===== config.mk =====
export PLATFORM = sky130hd
export DESIGN_NAME = alu_key_loader
export DESIGN_NICKNAME = d
export VERILOG_FILES = /design/src/rtl/alu_lock_pkg.sv /design/src/rtl/alu_key_shifter.sv /design/src/rtl/alu_key_loader.sv
export SDC_FILE = /design/constraint.sdc
export NUM_CORES = 1
export LEC_CHECK = 0
export ABC_CLOCK_PERIOD_IN_PS = 4100
export BUFFER_PORTS_ARGS = -buffer_cell sky130_fd_sc_hd__buf_2
export CORE_MARGIN = 3
export CORE_UTILIZATION = 48
export CTS_CLUSTER_SIZE = 16
export DETAILED_ROUTE_END_ITERATION = 16
export PLACE_DENSITY = 0.86
export SLEW_MARGIN = 10
export SYNTH_ARGS = -nofsm -noshare
export SYNTH_HDL_FRONTEND = slang
export SYNTH_SLANG_ARGS = --single-unit

===== constraint.sdc =====
create_clock -name clk -period 4.1 [get_ports clk]
set_input_delay 0.205 -clock clk [delete_from_list [all_inputs] [get_ports clk]]
set_output_delay 0.205 -clock clk [all_outputs]
set_load 0.02 [all_outputs]

===== src/rtl/alu_lock_pkg.sv =====
// Shared definitions for the locked ALU and its key loader.
// Holds the loader FSM states, key width, ALU opcodes and known-answer test values.
package alu_lock_pkg;

    localparam int KEY_W = 8;

    // ALU opcodes; the ALU decoder uses the same encoding
    localparam logic [3:0] OP_ADD = 4'b0000;
    localparam logic [3:0] OP_SUB = 4'b0001;
    localparam logic [3:0] OP_AND = 4'b0010;
    localparam logic [3:0] OP_OR  = 4'b0011;
    localparam logic [3:0] OP_XOR = 4'b0100;
    localparam logic [3:0] OP_SHL = 4'b0101;
    localparam logic [3:0] OP_SHR = 4'b0110;

    // Known-answer check: A op B must equal EXP under the right key
    localparam logic [31:0] CHK_A   = 32'd7;
    localparam logic [31:0] CHK_B   = 32'd5;
    localparam logic [31:0] CHK_EXP = 32'd12;

    typedef enum logic [2:0] {
        ST_IDLE,
        ST_SHIFT,
        ST_VERIFY_DRIVE,
        ST_VERIFY_CHECK,
        ST_UNLOCKED,
        ST_LOCKOUT
    } kl_state_e;

endpackage


===== src/rtl/alu_key_shifter.sv =====
// Serial key frame receiver: MSB-first shift register, bit counter, restart.
// Ports: clear restarts a frame, en gates bit capture, bit_valid/bit_in serial
// input; frame_done pulses one cycle after the last frame bit, word holds the
// received key bits. Macro ALU_KEY_LOADER_PARITY_EN adds a 9th odd-parity bit
// per frame and a par_err output valid with frame_done.
module alu_key_shifter #(
    parameter int KEY_W = alu_lock_pkg::KEY_W
) (
    input  logic             clk,
    input  logic             rst_n,
    input  logic             clear,
    input  logic             en,
    input  logic             bit_valid,
    input  logic             bit_in,
    output logic             frame_done,
`ifdef ALU_KEY_LOADER_PARITY_EN
    output logic             par_err,
`endif
    output logic [KEY_W-1:0] word
);

`ifdef ALU_KEY_LOADER_PARITY_EN
    localparam int FRAME_W = KEY_W + 1;
`else
    localparam int FRAME_W = KEY_W;
`endif
    localparam int CW = $clog2(FRAME_W + 1);
    localparam logic [CW-1:0] LAST = CW'(FRAME_W - 1);
    localparam logic [CW-1:0] FULL = CW'(FRAME_W);

    logic [FRAME_W-1:0] shreg;
    logic [CW-1:0]      cnt;

    always_ff @(posedge clk or negedge rst_n) begin
        if (!rst_n) begin
            shreg      <= '0;
            cnt        <= '0;
            frame_done <= 1'b0;
        end else begin
            frame_done <= 1'b0;
            if (clear) begin
                shreg <= '0;
                cnt   <= '0;
            end else if (en && bit_valid && cnt != FULL) begin
                shreg <= {shreg[FRAME_W-2:0], bit_in};
                cnt   <= cnt + CW'(1);
                if (cnt == LAST) begin
                    frame_done <= 1'b1;
                end
            end
        end
    end

`ifdef ALU_KEY_LOADER_PARITY_EN
    // Key bits arrive first, parity bit last; odd parity => XOR of all is 1
    assign word    = shreg[FRAME_W-1:1];
    assign par_err = ~(^shreg);
`else
    assign word = shreg;
`endif

endmodule


===== src/rtl/alu_key_loader.sv =====
// Key-provisioning controller: unmasks a serial key, proves it on the ALU.
// Ports: kl_start/kl_bit_valid/kl_bit serial key frame in; alu_result from ALU;
// alu_a/alu_b/alu_op/alu_sel drive the ALU during verification; key to ALU;
// unlocked, lockout, fail_cnt, busy status. Macro ALU_KEY_LOADER_PARITY_EN
// adds a parity bit per frame and the parity_err pulse output.
module alu_key_loader #(
    parameter int               KEY_W        = alu_lock_pkg::KEY_W,
    parameter logic [KEY_W-1:0] KEY_MASK     = KEY_W'(8'hA5),
    parameter logic [31:0]      CHK_A        = alu_lock_pkg::CHK_A,
    parameter logic [31:0]      CHK_B        = alu_lock_pkg::CHK_B,
    parameter logic [3:0]       CHK_OP       = alu_lock_pkg::OP_ADD,
    parameter logic [31:0]      CHK_EXP      = alu_lock_pkg::CHK_EXP,
    parameter int               MAX_ATTEMPTS = 3
) (
    input  logic             clk,
    input  logic             rst_n,
    input  logic             kl_start,
    input  logic             kl_bit_valid,
    input  logic             kl_bit,
    input  logic [31:0]      alu_result,
    output logic [31:0]      alu_a,
    output logic [31:0]      alu_b,
    output logic [3:0]       alu_op,
    output logic             alu_sel,
    output logic [KEY_W-1:0] key,
    output logic             unlocked,
    output logic             lockout,
    output logic [1:0]       fail_cnt,
`ifdef ALU_KEY_LOADER_PARITY_EN
    output logic             parity_err,
`endif
    output logic             busy
);

    import alu_lock_pkg::*;

    localparam logic [1:0] MAX_CNT = 2'(MAX_ATTEMPTS);

    kl_state_e        state;
    logic             sh_clear;
    logic             sh_en;
    logic             frame_done;
    logic [KEY_W-1:0] sh_word;
    logic [1:0]       fail_next;
`ifdef ALU_KEY_LOADER_PARITY_EN
    logic             sh_perr;
`endif

    // kl_start is honoured everywhere except VERIFY_* and LOCKOUT
    assign sh_clear = kl_start &&
                      (state == ST_IDLE  ||
                       state == ST_SHIFT ||
                       state == ST_UNLOCKED);
    assign sh_en    = (state == ST_SHIFT);

    // Saturating: the count never moves past the lockout threshold
    assign fail_next = (fail_cnt == MAX_CNT) ? fail_cnt : fail_cnt + 2'd1;

    alu_key_shifter #(
        .KEY_W      (KEY_W)
    ) u_shifter (
        .clk        (clk),
        .rst_n      (rst_n),
        .clear      (sh_clear),
        .en         (sh_en),
        .bit_valid  (kl_bit_valid),
        .bit_in     (kl_bit),
        .frame_done (frame_done),
`ifdef ALU_KEY_LOADER_PARITY_EN
        .par_err    (sh_perr),
`endif
        .word       (sh_word)
    );

    always_ff @(posedge clk or negedge rst_n) begin
        if (!rst_n) begin
            state    <= ST_IDLE;
            alu_a    <= '0;
            alu_b    <= '0;
            alu_op   <= '0;
            alu_sel  <= 1'b0;
            key      <= '0;
            unlocked <= 1'b0;
            lockout  <= 1'b0;
            fail_cnt <= '0;
            busy     <= 1'b0;
`ifdef ALU_KEY_LOADER_PARITY_EN
            parity_err <= 1'b0;
`endif
        end else begin
`ifdef ALU_KEY_LOADER_PARITY_EN
            parity_err <= 1'b0;
`endif
            unique case (state)
                ST_IDLE: begin
                    if (kl_start) begin
                        state <= ST_SHIFT;
                        busy  <= 1'b1;
                    end
                end

                ST_SHIFT: begin
                    // A restart takes priority over a just-completed frame
                    if (!kl_start && frame_done) begin
`ifdef ALU_KEY_LOADER_PARITY_EN
                        if (sh_perr) begin
                            parity_err <= 1'b1;
                            fail_cnt   <= fail_next;
                            busy       <= 1'b0;
                            if (fail_next == MAX_CNT) begin
                                state   <= ST_LOCKOUT;
                                lockout <= 1'b1;
                            end else begin
                                state <= ST_IDLE;
                            end
                        end else begin
`endif
                            state   <= ST_VERIFY_DRIVE;
                            alu_sel <= 1'b1;
                            alu_a   <= CHK_A;
                            alu_b   <= CHK_B;
                            alu_op  <= CHK_OP;
                            key     <= sh_word ^ KEY_MASK;
`ifdef ALU_KEY_LOADER_PARITY_EN
                        end
`endif
                    end
                end

                // Gives the ALU a full cycle to settle on the candidate key
                ST_VERIFY_DRIVE: begin
                    state <= ST_VERIFY_CHECK;
                end

                ST_VERIFY_CHECK: begin
                    alu_sel <= 1'b0;
                    alu_a   <= '0;
                    alu_b   <= '0;
                    alu_op  <= '0;
                    busy    <= 1'b0;
                    if (alu_result == CHK_EXP) begin
                        state    <= ST_UNLOCKED;
                        unlocked <= 1'b1;
                    end else begin
                        key      <= '0;
                        fail_cnt <= fail_next;
                        if (fail_next == MAX_CNT) begin
                            state   <= ST_LOCKOUT;
                            lockout <= 1'b1;
                        end else begin
                            state <= ST_IDLE;
                        end
                    end
                end

                // Re-provisioning drops the proven key at once
                ST_UNLOCKED: begin
                    if (kl_start) begin
                        state    <= ST_SHIFT;
                        unlocked <= 1'b0;
                        key      <= '0;
                        busy     <= 1'b1;
                    end
                end

                ST_LOCKOUT: begin
                    state <= ST_LOCKOUT;
                end

                default: begin
                    state <= ST_IDLE;
                end
            endcase
        end
    end

endmodule


== After elaboration in Yosys (flattened, before gate mapping) ==
Index checks and enable logic that the tools add are counted.

* Flip-flop bits (word level): 98
* Logic and storage cells: 83

* $add $sub $neg: 2
* Equality and inequality tests: 15
* Multiplexer cells: 30
* Bitwise gates (word level): 2
* Reductions and logical operators: 21

{| class="wikitable"
|+ Operators with widths
! cell !! count
|-
| $pmux 32 s2 || 2
|-
| $mux 32 || 2
|-
| $mux 8 || 5
|-
| $eq 32x4->1 const B || 1
|-
| $pmux 8 s3 || 1
|-
| $pmux 3 s5 || 1
|-
| $mux 3 || 4
|-
| $mux 4 || 3
|-
| $ne 2x2->1 const B || 4
|-
| $pmux 4 s2 || 1
|-
| $reduce_and 2->1 || 4
|-
| $reduce_bool 2->1 || 4
|-
| $mux 1 || 7
|-
| $eq 3x2->1 const B || 2
|-
| $eq 3x3->1 const B || 2
|-
| $pmux 1 s2 || 3
|-
| $reduce_and 3->1 || 2
|-
| $add 4x1->4 const B || 1
|-
| $eq 2x2->1 const B || 2
|-
| $eq 4x3->1 const B || 1
|-
| $logic_and 1x1->1 || 4
|-
| $ne 4x4->1 const B || 1
|-
| $not 4->4 || 1
|-
| $reduce_and 4->1 || 1
|-
| 10 further kinds || 11
|}

== Depth between registers and ports, before layout ==
* Depth in word-level cells: 6
* Gate-level depth with buffers: 7

== Modules after synthesis ==
A second synthesis with hierarchy kept.

* Cells, all modules: 200
* Area total of the unflattened synthesis: 2,013.2 um^2

{| class="wikitable"
|+ Modules (own cells, without submodules)
! module !! times used !! cells each !! area an instance (um^2)
|-
| alu_key_loader || 1 || 146 || 1,388.8
|-
| alu_key_shifter || 1 || 54 || 624.3
|}

== Least setup slack after synthesis ==
No wires, ideal clock.

* Kind: register to register
* From: register state[0]
* To: register u_shifter.shreg[7] (netlist: u_shifter.word[7])
* Library setup time: 0.134 ns
* Arrival: 1.283 ns
* Setup slack: 2.683 ns
* Stages on the path, launching flop included: 7
* Buffers on the path: 2
* Cells stage by stage: dfrtp_1 buf_2 and4bb_2 o21ai_1 buf_4 mux2i_1 nor2_1

* Word-level cells in the longest chain between the ends: 5
* Elaborated cells on any way between the ends: 10

{| class="wikitable"
|+ RTL lines
! what !! line !! text
|-
| from (decl) || alu_key_loader.sv:39 || <nowiki>kl_state_e state;</nowiki>
|-
| from (signal assigned) || alu_key_loader.sv:77 || <nowiki>state <= ST_IDLE;</nowiki>
|-
| from (signal assigned) || alu_key_loader.sv:97 || <nowiki>state <= ST_SHIFT;</nowiki>
|-
| from (signal assigned) || alu_key_loader.sv:118 || <nowiki>state <= ST_VERIFY_DRIVE;</nowiki>
|-
| $eq 3x1->1 / $logic_not 3->1 (equally long branches) || alu_key_loader.sv:52, alu_key_loader.sv:54, alu_key_loader.sv:51 ||
|-
| $logic_or 1x1->1 || alu_key_loader.sv:51 || <nowiki>(state == ST_IDLE ||</nowiki>
|-
| $logic_or 1x1->1 || alu_key_loader.sv:52 || <nowiki>state == ST_SHIFT ||</nowiki>
|-
| $logic_and 1x1->1 || alu_key_loader.sv:50 || <nowiki>assign sh_clear = kl_start &&</nowiki>
|-
| $mux 8 / $reduce_bool 2->1 (equally long branches) || - ||
|-
| to (signal assigned) || alu_key_shifter.sv:45 || <nowiki>shreg <= {shreg[FRAME_W-2:0], bit_in};</nowiki>
|-
| to (decl) || alu_key_shifter.sv:31 || <nowiki>logic [FRAME_W-1:0] shreg;</nowiki>
|}

Parallel ways exist; a longest one is shown, timed or not.
A chain may end at the register's enable or synchronous reset.

== Worst setup path in the final report ==
* From: register state[0]
* To: register u_shifter.shreg[5] (netlist: u_shifter.word[5])

The elaborated chain is that of the path after synthesis.

==> metrics.md <==
| Metric | Value |
|---|---|
| Outcome | finished, final reports clean |
| Max Slew Vio Count | 0 |
| Tot GR Track Use | 0.152 |
| Max Cap Viol | 0 |
| Worst-margin pin slew | approximately 1.1 ns |
| DRC Markers | 0 |
| Number of enable flip-flop cells after synthesis | 0 |
| Syn. warnings | 0 |
| Main flop type after synthesis | dfrtp_1 |
| RSZ-0062 raised after global routing | false |
| Area post-placement | ~0.0022 mm² |
| Post-synth top area share | 0.351 |
| Largest net degree at the start of global routing | 31 |
| VDD IR max | 0.137 mV |
| Clock buffer depth | 2 |
| Starting DRC count in detailed routing | 87 |
| Clock Skew | 0.00869 ns |
| Register area share after synthesis | 0.351 |
| Cell taking the most area after synthesis | dfrtp_1 |
| Top cells by area, synth | dfrtp_1 (35%), buf_4 (24%), mux2i_1 (4.7%) |
| Core area | ~0.0041 mm² |
| Clock sink total | 30 |
| Number of post-CTS setup repair buffers | 0 |
| Routed WL per cell | 12.3 µm |
| Final Cell Area | ~0.0023 mm² |
| Period Utilization, post-route | 0.504 |
| Worst-path fanout max | 21 |
| Cell variety after synth | 38 |
| Place WS | 2.07 ns |
| Hold Vio Cnt, Final | 0 |
| Slew HR | 0.251 |
| CP Capture Type | flip-flop |
| N_diodes | 0 |
| Hold Path Class | input pin to flip-flop |
| CP Data Arrival Time | 2.24 ns |
| Final ANT Viol Nets | 0 |
| Pwr per Cell Area | between 200 and 300 mW/mm² |
| Vias per inst | 4.64 |
| Initial antenna violation count | 0 |
| Worst EP required | ~4.3 ns |
| Clock transition at the registers of the reported paths | 0.06 ns |
| Final #Nets | 309 |
| DR pass1 iterations | 4 |
| H-tree levels | 2 |
| WL final | 3.94 mm |
| Final setup violation count | 0 |
| Post-DP HPWL | 3.03 mm |
| Routability cong. | 0.786 |
| CTS tree | built |
| Vias | 1490 |
| Top Ports | 119 |
| Flops & latches, synth | 30 |
| Worst Setup Path Type | flip-flop to flip-flop |
| Tmin final | 2.07 ns |
| Worst-Skew Late Latency | ~0.28 ns |
| Vias in the first global route | 1373 |
| Number of cell rows | 23 |
| Syn avg cell area | roughly 9.8 µm² |
| Lkg Pwr | 1.31 nW |
| Die Area | 0.00529 mm² |
| Input/output buffers | 55 |
| Share of layout cells above drive strength 1 | 0.284 |
| Root buffer cell | clkbuf_8 |
| Final worst slack | 2.03 ns |
| Area grow syn2layout | 6.21% |
| Initial Util | 0.516 |
| First-pass GRT wire length | 6.13 mm |
| Cts bufs inserted | 5 |
| Fmax achieved | 484 MHz |
| Grt total ovfl | 0 |
| Asr flop ratio synth | 1.00 |
| Post-Syn Area | 0.00214 mm² |
| Die height | 72.7 µm |
| Syn Inst Count | approximately 220 |
| Setup TNS | 0 ns |
| Tot Pwr | 0.651 mW |
| Die X | around 73 µm |
| Critical path startpoint category | flip-flop |
path summary, 6_finish.rpt:
path	slack, ns	endpoint	from	cells after the start
max in group asynchronous	3.18	u_shifter.frame_done$_DFF_PN0_	rst_n	2
hold / removal	0.17	u_shifter.word[0]$_DFFE_PN0P_	kl_bit	3
setup reg to reg	2.03	u_shifter.word[5]$_DFFE_PN0P_	state[0]$_DFFE_PN0P_	4
setup / recovery	2.03	u_shifter.word[5]$_DFFE_PN0P_	state[0]$_DFFE_PN0P_	4
hold reg to reg	0.46	lockout$_DFFE_PN0P_	lockout$_DFFE_PN0P_	1
min in group asynchronous	0.48	state[2]$_DFFE_PN0P_	rst_n	2
flip-flops by register name, summed over array words and instances, names as in the netlist:
register,cells
key,8
u_shifter.cnt,4
u_shifter.frame_done,1
state,3
alu_b,1
busy,1
unlocked,1
fail_cnt,2
u_shifter.word,8
lockout,1
cell type report:
type	instances	area, µm²
fill	380	1870
multi-input combinational	171	1050
sequential	30	751
timing repair buffer	57	293
clock buffer	7	86.3
tap	50	62.6
inverter	5	18.8
clock inverter	1	5.00
cells in the final DEF (no fill, tap or decap), drive strengths merged, types with 3 or more instances in the layout:
cell | netlist | routed
a21o | 3 | 3
a21oi | 3 | 3
a221o | 8 | 8
a22o | 4 | 4
and2 | 8 | 8
buf | 75 | 56
clkbuf | 0 | 7
conb | 1 | 63
dfrtp | 30 | 30
inv | 5 | 5
mux2i | 10 | 10
nand2 | 9 | 9
nand2b | 4 | 4
nand4 | 3 | 3
nor2 | 18 | 18
nor2b | 3 | 3
nor4 | 6 | 6
nor4b | 3 | 3
o21ai | 8 | 8
synth_stat cells (2+ instances only):
master and instances:
nand2_1 9, a22o_1 4, nand4_2 2, xnor2_1 2
a21o_1 3, nor4_2 5, nor4b_2 2, o21ai_0 6
a221o_1 8, nor2b_1 3, nand2b_1 4, a21boi_0 2
ha_1 2, a21oi_1 3, xor2_1 2, mux2i_1 10
o21ai_1 2, and2_1 8, dfrtp_1 30, buf_2 5
nor2_1 18, inv_1 5, buf_4 69
what timing repair did:
item | in CTS | in global routing
hold endpoints to repair | 30 | 0
resized for setup | 0 | 0
hold buffers | 1 | 0
worst max-delay path, stage by stage, from the launching register on:
cell and delay [ns]:
dfrtp_1 0.61, and4bb_2 0.39, o21ai_1 0.60, mux2i_1 0.30
nor2_1 0.06
power breakdown:
part	switching, mW	leakage, nW	total, mW	internal, mW
combinational	0.0764	0.856	0.101	0.0244
clock	0.106	0.0482	0.241	0.135
sequential	0.00631	0.400	0.309	0.303
cells by family (layout without fill, tap and decap cells):
kind of cell	after synthesis	count (layout)	synth area share
compound gates	34	34	0.121
xor+xnor	4	4	0.0164
simple gates	57	57	0.179
other cells	1	63	0.00175
fa+ha+maj	2	2	0.0117
mux	11	11	0.0539
flops	30	30	0.351
buf+inv	80	70	0.265
layer usage:
layer	wire length, µm	part of all wire	track usage	up-vias
met5	0	0	0	-
met4	78	0.020	0.0594	0
met3	322	0.082	0.0551	8
met2	2090	0.53	0.273	68
met1	1450	0.37	0.161	691
li1	-	-	-	723
per-stage QoR:
step / util / hold slack [ns] / std cells
6_report: 0.548 / 0.175 / 321
5_1_grt: 0.548 / 0.189 / 321
4_1_cts: 0.548 / 0.173 / 321
3_5_place_dp: 0.523 / 0.266 / 312
3_3_place_gp: 0.523 / 0.262 / 312
2_1_floorplan: - / -0.0906 / 281
(Power assumes the default switching activity.)
